$ cat config.mk
export PLATFORM = sky130hd
export DESIGN_NAME = pmod_jstk_responder
export DESIGN_NICKNAME = d
export VERILOG_FILES = /design/src/rtl/pmod_jstk_pkg.sv /design/src/rtl/spi_mode0_slave_shifter.sv /design/src/rtl/pmod_jstk_responder.sv
export SDC_FILE = /design/constraint.sdc
export NUM_CORES = 1
export LEC_CHECK = 0
export ABC_CLOCK_PERIOD_IN_PS = 2100
export BUFFER_PORTS_ARGS = -buffer_cell sky130_fd_sc_hd__buf_2
export CAP_MARGIN = 30
export CORE_AREA = 5 5 113 115
export DETAILED_ROUTE_END_ITERATION = 7
export DIE_AREA = 0 0 118 120
export PLACE_DENSITY = 0.54
export SYNTH_ARGS = -nofsm -noshare
export SYNTH_HDL_FRONTEND = slang
export SYNTH_SLANG_ARGS = --single-unit
$ cat constraint.sdc
create_clock -name clk -period 2.1 [get_ports clk]
set_input_delay 0.105 -clock clk [delete_from_list [all_inputs] [get_ports clk]]
set_output_delay 0.105 -clock clk [all_outputs]
set_load 0.005 [all_outputs]
$ cat src/rtl/pmod_jstk_pkg.sv
// Shared types and constants for the PmodJSTK SPI responder.
// Frame byte layout and command decode live here so the initiator side can share them.
package pmod_jstk_pkg;

  localparam int unsigned JSTK_NBYTES     = 5;
  localparam logic [5:0]  JSTK_CMD_PREFIX = 6'b100000;

  localparam int unsigned BYTE_X_LO = 0;
  localparam int unsigned BYTE_X_HI = 1;
  localparam int unsigned BYTE_Y_LO = 2;
  localparam int unsigned BYTE_Y_HI = 3;
  localparam int unsigned BYTE_BTN  = 4;

  typedef enum logic [1:0] {
    WAIT_RELEASE,
    IDLE,
    ACTIVE
  } jstk_state_e;

  typedef struct packed {
    logic [9:0] x;
    logic [9:0] y;
    logic [2:0] buttons;
  } jstk_sample_t;

  // Byte idx of the outgoing frame; anything past the defined layout reads as zero.
  function automatic logic [7:0] jstk_tx_byte(input int unsigned idx, input jstk_sample_t s);
    logic [7:0] b;
    b = 8'h00;
    case (idx)
      BYTE_X_LO: b = s.x[7:0];
      BYTE_X_HI: b = {6'b0, s.x[9:8]};
      BYTE_Y_LO: b = s.y[7:0];
      BYTE_Y_HI: b = {6'b0, s.y[9:8]};
      BYTE_BTN:  b = {5'b0, s.buttons};
      default:   b = 8'h00;
    endcase
    return b;
  endfunction

  function automatic logic jstk_cmd_valid(input logic [7:0] cmd);
    return cmd[7:2] == JSTK_CMD_PREFIX;
  endfunction

endpackage

$ cat src/rtl/spi_mode0_slave_shifter.sv
// SPI mode-0 device-side shifter: input synchronizers, registered edge strobes,
// bit counter and TX/RX shift registers. Framing decisions are left to the parent.
module spi_mode0_slave_shifter #(
  parameter int unsigned SYNC_STAGES = 2
) (
  input  logic       clk,
  input  logic       rst,
  input  logic       sclk_i,
  input  logic       cs_i,
  input  logic       mosi_i,
  input  logic       en_i,
  input  logic       load_i,
  input  logic       clear_i,
  input  logic [7:0] tx_byte_i,
  output logic       cs_fall_o,
  output logic       cs_rise_o,
  output logic       cs_high_o,
  output logic       miso_o,
  output logic       byte_done_o,
  output logic [7:0] rx_byte_o,
  output logic [2:0] bit_cnt_o,
  output logic       tx_load_req_c
);

  logic [SYNC_STAGES-1:0] sclk_sync_q, cs_sync_q, mosi_sync_q;
  logic       sclk_prev_q, cs_prev_q, mosi_q;
  logic       sclk_rise_q, sclk_fall_q, cs_rise_q, cs_fall_q;
  logic       byte_done_q;
  logic [2:0] bit_cnt_q;
  logic [7:0] tx_q, rx_q;
  logic       sclk_s, cs_s, mosi_s;

  assign sclk_s = sclk_sync_q[SYNC_STAGES-1];
  assign cs_s   = cs_sync_q[SYNC_STAGES-1];
  assign mosi_s = mosi_sync_q[SYNC_STAGES-1];

  // CS resets to "low" so a select held across reset is never mistaken for a release.
  always_ff @(posedge clk) begin
    if (rst) begin
      sclk_sync_q <= '0;
      cs_sync_q   <= '0;
      mosi_sync_q <= '0;
      sclk_prev_q <= 1'b0;
      cs_prev_q   <= 1'b0;
      mosi_q      <= 1'b0;
      sclk_rise_q <= 1'b0;
      sclk_fall_q <= 1'b0;
      cs_rise_q   <= 1'b0;
      cs_fall_q   <= 1'b0;
    end else begin
      sclk_sync_q <= {sclk_sync_q[SYNC_STAGES-2:0], sclk_i};
      cs_sync_q   <= {cs_sync_q[SYNC_STAGES-2:0], cs_i};
      mosi_sync_q <= {mosi_sync_q[SYNC_STAGES-2:0], mosi_i};
      sclk_prev_q <= sclk_s;
      cs_prev_q   <= cs_s;
      mosi_q      <= mosi_s;
      sclk_rise_q <= sclk_s & ~sclk_prev_q;
      sclk_fall_q <= ~sclk_s & sclk_prev_q;
      cs_rise_q   <= cs_s & ~cs_prev_q;
      cs_fall_q   <= ~cs_s & cs_prev_q;
    end
  end

  assign tx_load_req_c = en_i & ~clear_i & ~load_i & sclk_fall_q & (bit_cnt_q == 3'd0);

  // Sample MOSI on SCLK rise, advance MISO on SCLK fall; clear beats load beats shifting.
  always_ff @(posedge clk) begin
    if (rst) begin
      tx_q        <= '0;
      rx_q        <= '0;
      bit_cnt_q   <= '0;
      byte_done_q <= 1'b0;
    end else begin
      byte_done_q <= 1'b0;
      if (clear_i) begin
        tx_q      <= '0;
        rx_q      <= '0;
        bit_cnt_q <= '0;
      end else if (load_i) begin
        tx_q      <= tx_byte_i;
        rx_q      <= '0;
        bit_cnt_q <= '0;
      end else if (en_i) begin
        if (sclk_rise_q) begin
          rx_q        <= {rx_q[6:0], mosi_q};
          bit_cnt_q   <= 3'(bit_cnt_q + 3'd1);
          byte_done_q <= (bit_cnt_q == 3'd7);
        end
        if (sclk_fall_q) begin
          tx_q <= (bit_cnt_q == 3'd0) ? tx_byte_i : {tx_q[6:0], 1'b0};
        end
      end
    end
  end

  assign cs_fall_o   = cs_fall_q;
  assign cs_rise_o   = cs_rise_q;
  assign cs_high_o   = cs_s;
  assign miso_o      = tx_q[7];
  assign byte_done_o = byte_done_q;
  assign rx_byte_o   = rx_q;
  assign bit_cnt_o   = bit_cnt_q;

endmodule

$ cat src/rtl/pmod_jstk_responder.sv
// PmodJSTK emulator: returns a position/button frame over SPI mode 0 and
// decodes the initiator's command byte into the LED outputs.
module pmod_jstk_responder
  import pmod_jstk_pkg::*;
#(
  parameter int unsigned SYNC_STAGES = 2,
  parameter int unsigned NBYTES      = JSTK_NBYTES
) (
  input  logic       clk,
  input  logic       rst,
  input  logic       SCLK,
  input  logic       CS,
  input  logic       MOSI,
  input  logic [9:0] x_pos,
  input  logic [9:0] y_pos,
  input  logic [2:0] buttons,
  output logic       MISO,
  output logic [1:0] led,
  output logic       frame_done,
  output logic       frame_error
);

  localparam int unsigned BCW = $clog2(NBYTES + 1);

  jstk_state_e  state_q, state_d;
  logic [BCW-1:0] byte_cnt_q, byte_cnt_d;
  logic         ovf_q, ovf_d;
  jstk_sample_t snap_q, snap_d;
  logic [7:0]   cmd_q, cmd_d;
  logic [1:0]   led_q, led_d;
  logic         done_q, done_d, err_q, err_d;

  logic         cs_fall, cs_rise, cs_high, byte_done, tx_load_req;
  logic [7:0]   rx_byte, tx_byte_c;
  logic [2:0]   bit_cnt;
  logic         load_c, en_c, clear_c;
  jstk_sample_t live_c;
  int unsigned  next_idx_c;

  assign live_c     = jstk_sample_t'({x_pos, y_pos, buttons});
  assign next_idx_c = 32'(byte_cnt_q) + 32'd1;

  // CS rise outranks any SCLK strobe in the same cycle by dropping the shifter enable.
  assign load_c  = (state_q == IDLE) && cs_fall;
  assign en_c    = (state_q == ACTIVE) && !cs_rise;
  assign clear_c = !load_c && !en_c;

  assign tx_byte_c = load_c ? jstk_tx_byte(BYTE_X_LO, live_c)
                   : ((next_idx_c < NBYTES) ? jstk_tx_byte(next_idx_c, snap_q) : 8'h00);

  spi_mode0_slave_shifter #(
    .SYNC_STAGES(SYNC_STAGES)
  ) u_shifter (
    .clk          (clk),
    .rst          (rst),
    .sclk_i       (SCLK),
    .cs_i         (CS),
    .mosi_i       (MOSI),
    .en_i         (en_c),
    .load_i       (load_c),
    .clear_i      (clear_c),
    .tx_byte_i    (tx_byte_c),
    .cs_fall_o    (cs_fall),
    .cs_rise_o    (cs_rise),
    .cs_high_o    (cs_high),
    .miso_o       (MISO),
    .byte_done_o  (byte_done),
    .rx_byte_o    (rx_byte),
    .bit_cnt_o    (bit_cnt),
    .tx_load_req_c(tx_load_req)
  );

  always_ff @(posedge clk) begin
    if (rst) begin
      state_q    <= WAIT_RELEASE;
      byte_cnt_q <= '0;
      ovf_q      <= 1'b0;
      snap_q     <= '0;
      cmd_q      <= '0;
      led_q      <= 2'b00;
      done_q     <= 1'b0;
      err_q      <= 1'b0;
    end else begin
      state_q    <= state_d;
      byte_cnt_q <= byte_cnt_d;
      ovf_q      <= ovf_d;
      snap_q     <= snap_d;
      cmd_q      <= cmd_d;
      led_q      <= led_d;
      done_q     <= done_d;
      err_q      <= err_d;
    end
  end

  // Framing FSM; ovf_q marks a frame that ran past NBYTES while the counter saturated.
  always_comb begin
    state_d    = state_q;
    byte_cnt_d = byte_cnt_q;
    ovf_d      = ovf_q;
    snap_d     = snap_q;
    cmd_d      = cmd_q;
    led_d      = led_q;
    done_d     = 1'b0;
    err_d      = 1'b0;
    unique case (state_q)
      WAIT_RELEASE: begin
        if (cs_high) state_d = IDLE;
      end
      IDLE: begin
        if (cs_fall) begin
          state_d    = ACTIVE;
          snap_d     = live_c;
          byte_cnt_d = '0;
          ovf_d      = 1'b0;
          cmd_d      = '0;
        end
      end
      ACTIVE: begin
        if (cs_rise) begin
          state_d = IDLE;
          if (bit_cnt == 3'd0 && byte_cnt_q == BCW'(NBYTES) && !ovf_q) begin
            done_d = 1'b1;
            if (jstk_cmd_valid(cmd_q)) led_d = cmd_q[1:0];
          end else begin
            err_d = 1'b1;
          end
        end else begin
          if (tx_load_req) begin
            if (byte_cnt_q == BCW'(NBYTES)) ovf_d = 1'b1;
            else byte_cnt_d = BCW'(byte_cnt_q + BCW'(1));
          end
          if (byte_done && byte_cnt_q == '0) cmd_d = rx_byte;
        end
      end
      default: state_d = WAIT_RELEASE;
    endcase
  end

  assign led         = led_q;
  assign frame_done  = done_q;
  assign frame_error = err_q;

endmodule

==> results <==
- The chip height is 120 um.
- Hold timing on the final database bottoms out at a slack of 0.0131 ns.
- The Yosys step of the flow raised 0 warnings.
- Buffers placed on the I/O ports in this run total 32.
- The number of global-route vias before repair is 2,468.
- The routed layout has 2,612 vias.
- The cell total after placement is 543.
- The total number of clock tree sinks is 74.
- In this run the number of H-tree levels came out at 3.
- The number of hold violations in the final report is 0.
- The floorplan has 40 rows.
- The final net count is 446.
- For this design the top-level I/O count stands at 33.
- The clock passes through at most 2 buffers.
- Of the available clock period, the critical path in the final layout requires 91.2%.
- For this block, the initial DRC count from the detailed router was 179.
- Wires add up to 7.13 mm.
- The slew at the pin closest to its max-slew limit is 0.524 ns.
- For this run, the number of standard cells in the final layout without fillers is 562.
- The filler cells instantiated in the layout total 1,266.
- The number of clock buffers inserted by TritonCTS is 9.
- The DRC violation count after routing is 0.
- The weighted congestion at the end of routability-driven global placement is 0.777.
- Entering global routing, the biggest net connects 27 pins.
- The arrival time of data at the critical path endpoint is 2.17 ns.
- By area the synthesized netlist is led by sky130_fd_sc_hd__dfxtp_1 49%, sky130_fd_sc_hd__nand2_1 10%, sky130_fd_sc_hd__a21oi_1 9.4%, sky130_fd_sc_hd__ha_1 3.3%, sky130_fd_sc_hd__nor2_1 3.1%.
- The synthesized design devotes to its leading area cell type 48.6% of total area.
- Dividing the detail-routed wire length by the instance count gives 12.7 um.
- The power consumption is 3180 uW.
- The ratio of routed vias to standard cells is 4.65.
- Clock-pin slew was measured on the worst setup and hold paths at 0.06 ns.
- The total overflow left after global routing is 0.
- The endpoint class of the critical path is a register.
- The count of flip-flops with a built-in enable after synthesis is 0.
- The clock reaches the later pin of the worst-skew pair after 0.33 ns.
- Setup violations remaining at the end of the flow were counted as 0.
- The global-route usage over all layers is 10.5%.
- The CTS tree is yes.
- The number of antenna violations at the first check in global routing came to 0.
- The critical path is of the reg2reg type.
- The average cell area after synthesis is 8.27 um2.
- Counting every net in the synthesized netlist gives 405.
- Summed over all failing endpoints, the final setup total negative slack is 0 ns.
- Power spread over the standard cell area amounts to 837 nW/um2.
- Summed over all cells, the static leakage comes to 0.00139 uW.
- Data on the critical path is required at its endpoint by 2.35 ns.
- The area of all placed cells without fillers is 3790 um2.
- Of the cells placed in the final design, the portion with a size suffix greater than 1 is 16.6%.
- Compared with the post-synthesis result, the final layout area differs by 24.4%.
- The number of nets with antenna violations after routing is 0.
- In the final layout, the multi-input gates occupy 1450 um2.
- Clock skew on the completed layout was measured at 0.00667 ns.
- The first-pass GRT wire length is 12.1 mm.
- The final-report max-slew violation count is 0.
- The initial core utilization is 26.0%.
- The synthesized cell area is 3050 um2.
- The maximum net fanout on the critical path is 8.
- The region available for standard cell placement spans 11,700 um2.
- Of all cell types, the one taking the most synthesized area is sky130_fd_sc_hd__dfxtp_1.
- Clock tree synthesis selected as its root buffer the cell sky130_fd_sc_hd__clkbuf_16.
- The number of search-and-repair iterations in the first detailed-routing pass is 5.
- Counting flops and latches in the post-synthesis netlist gives 74.
- 0 antenna diodes ended up in the layout.
- The worst pin sits at a relative slew slack of 64.8%.
- The sequential element share of the synthesized area is 48.6%.
- The highest clock frequency the design can meet is 522 MHz.
- The element type at the critical path start is a register.
- The flow ran to the end, and the final reports show no timing, DRC or antenna violations.
- The worst hold-check path type is in2reg.
- By count the netlist is led by 83 x sky130_fd_sc_hd__nand2_1, 74 x sky130_fd_sc_hd__dfxtp_1, 57 x sky130_fd_sc_hd__a21oi_1.
- The cell area after placement is 3420 um2.
- The flip-flop cell with the highest count after synthesis is sky130_fd_sc_hd__dfxtp_1.
- Detailed placement ended at an HPWL of 5.20 mm.
- The synthesized netlist contains 46 unique library cells.
- The worst-case IR drop observed on VDD is 0.541 mV.
- The number of violations of the max-capacitance limit is 0.
- Yosys instantiated no cell more often than sky130_fd_sc_hd__nand2_1.
- The floorplan step set the die width to 118 um.
- Setup repair after global routing left no endpoint under its margin.
- The cell count after synthesis came out at 369.
- After layout, the minimum clock period comes to 1.91 ns.
- In the synthesized netlist the async set-or-reset flop fraction comes to 0%.
- In the final layout, flip-flops and latches occupy 1480 um2.
- The area enclosed by the die boundary is 14,200 um2.
-- cells by family (layout without fill, tap and decap cells) --
group | Yosys count | count (layout) | share of synthesized area [%]
flip-flops | 74 | 74 | 48.6
AO/OA/AOI/OAI | 88 | 88 | 17.1
AND/OR/NAND/NOR | 162 | 162 | 24.7
buffers and inverters | 30 | 76 | 4.06
adder cells (fa/ha/maj) | 8 | 8 | 3.28
XOR/XNOR | 1 | 1 | 0.287
multiplexers | 6 | 6 | 2.01
-- per-stage QoR --
step	utilization, %	setup slack [ns]
after global routing	32.4	0.00177
final	32.4	0.185
after global placement	29.2	0.260
after CTS	32.4	0.179
after floorplan	-	0.195
after detailed placement	29.2	0.181
-- critical path, stage by stage (launching register included) --
cell,delay (ns)
sky130_fd_sc_hd__dfxtp_1,0.46
sky130_fd_sc_hd__ha_1,0.22
sky130_fd_sc_hd__a21bo_1,0.22
sky130_fd_sc_hd__a221o_1,0.32
sky130_fd_sc_hd__or4_1,0.46
sky130_fd_sc_hd__a31oi_1,0.16
-- path summary, 6_finish.rpt --
| check | slack (ns) | from | endpoint | cells past startpoint |
|---|---|---|---|---|
| max reg2reg | 0.19 | byte_cnt_q[0] | u_shifter.tx_q[0] | 5 |
| min reg2reg | 0.40 | u_shifter.sclk_prev_q | u_shifter.sclk_rise_q | 1 |
| min | 0.01 | y_pos[1] | snap_q[4] | 3 |
| max | 0.19 | byte_cnt_q[0] | u_shifter.tx_q[0] | 5 |
-- layer usage --
metal	global-route usage [%]	vias up	routed length, um
li1	-	1351	-
met2	16.7	50	3380
met5	0	-	0
met3	4.01	2	300
met4	3.01	0	45
met1	13.2	1209	3400
-- flip-flops by register name, summed over array words and instances, names as in the netlist, 3 cells and up --
| name | count |
|---|---|
| cmd_q | 8 |
| snap_q | 23 |
| u_shifter.rx_byte_o | 8 |
| u_shifter.bit_cnt_o | 3 |
| u_shifter.tx_q | 8 |
| byte_cnt_q | 3 |
-- placed cells by master, fill, tap and decap left out, types with 6 or more instances in the layout --
| master | count |
|---|---|
| sky130_fd_sc_hd__inv_1 | 9 |
| sky130_fd_sc_hd__a21oi_1 | 57 |
| sky130_fd_sc_hd__nand2_1 | 83 |
| sky130_fd_sc_hd__nor2_1 | 25 |
| sky130_fd_sc_hd__ha_1 | 8 |
| sky130_fd_sc_hd__buf_4 | 16 |
| sky130_fd_sc_hd__a32o_1 | 6 |
| sky130_fd_sc_hd__clkbuf_16 | 9 |
| sky130_fd_sc_hd__dfxtp_1 | 74 |
| sky130_fd_sc_hd__nor2b_1 | 14 |
| sky130_fd_sc_hd__nand3_1 | 10 |
| sky130_fd_sc_hd__buf_2 | 32 |
| sky130_fd_sc_hd__nand2b_1 | 6 |
| sky130_fd_sc_hd__o21ai_0 | 8 |
-- cell type report --
class,count,share of cell area [%]
sequential,74,39.0
multi-input combinational,265,38.1
timing repair buffer,51,8.18
clock buffer,12,7.02
tap,147,4.85
clock inverter,4,1.91
inverter,9,0.890
-- power breakdown --
group	internal, uW	switching, uW	total (uW)
Sequential	1410	6.43	1420
Combinational	35.1	32.5	67.6
Clock	1130	553	1690
Total	2580	592	3180
-- repair_timing --
| item | CTS | global route |
|---|---|---|
| hold buffers | 3 | 0 |
| endpoints found under the hold margin | 3 | 0 |
| setup endpoints to repair | 0 | 1 |
| setup buffers | 0 | 0 |
| resized for setup | 0 | 1 |
No activity file was read; power rests on OpenSTA's default activity.
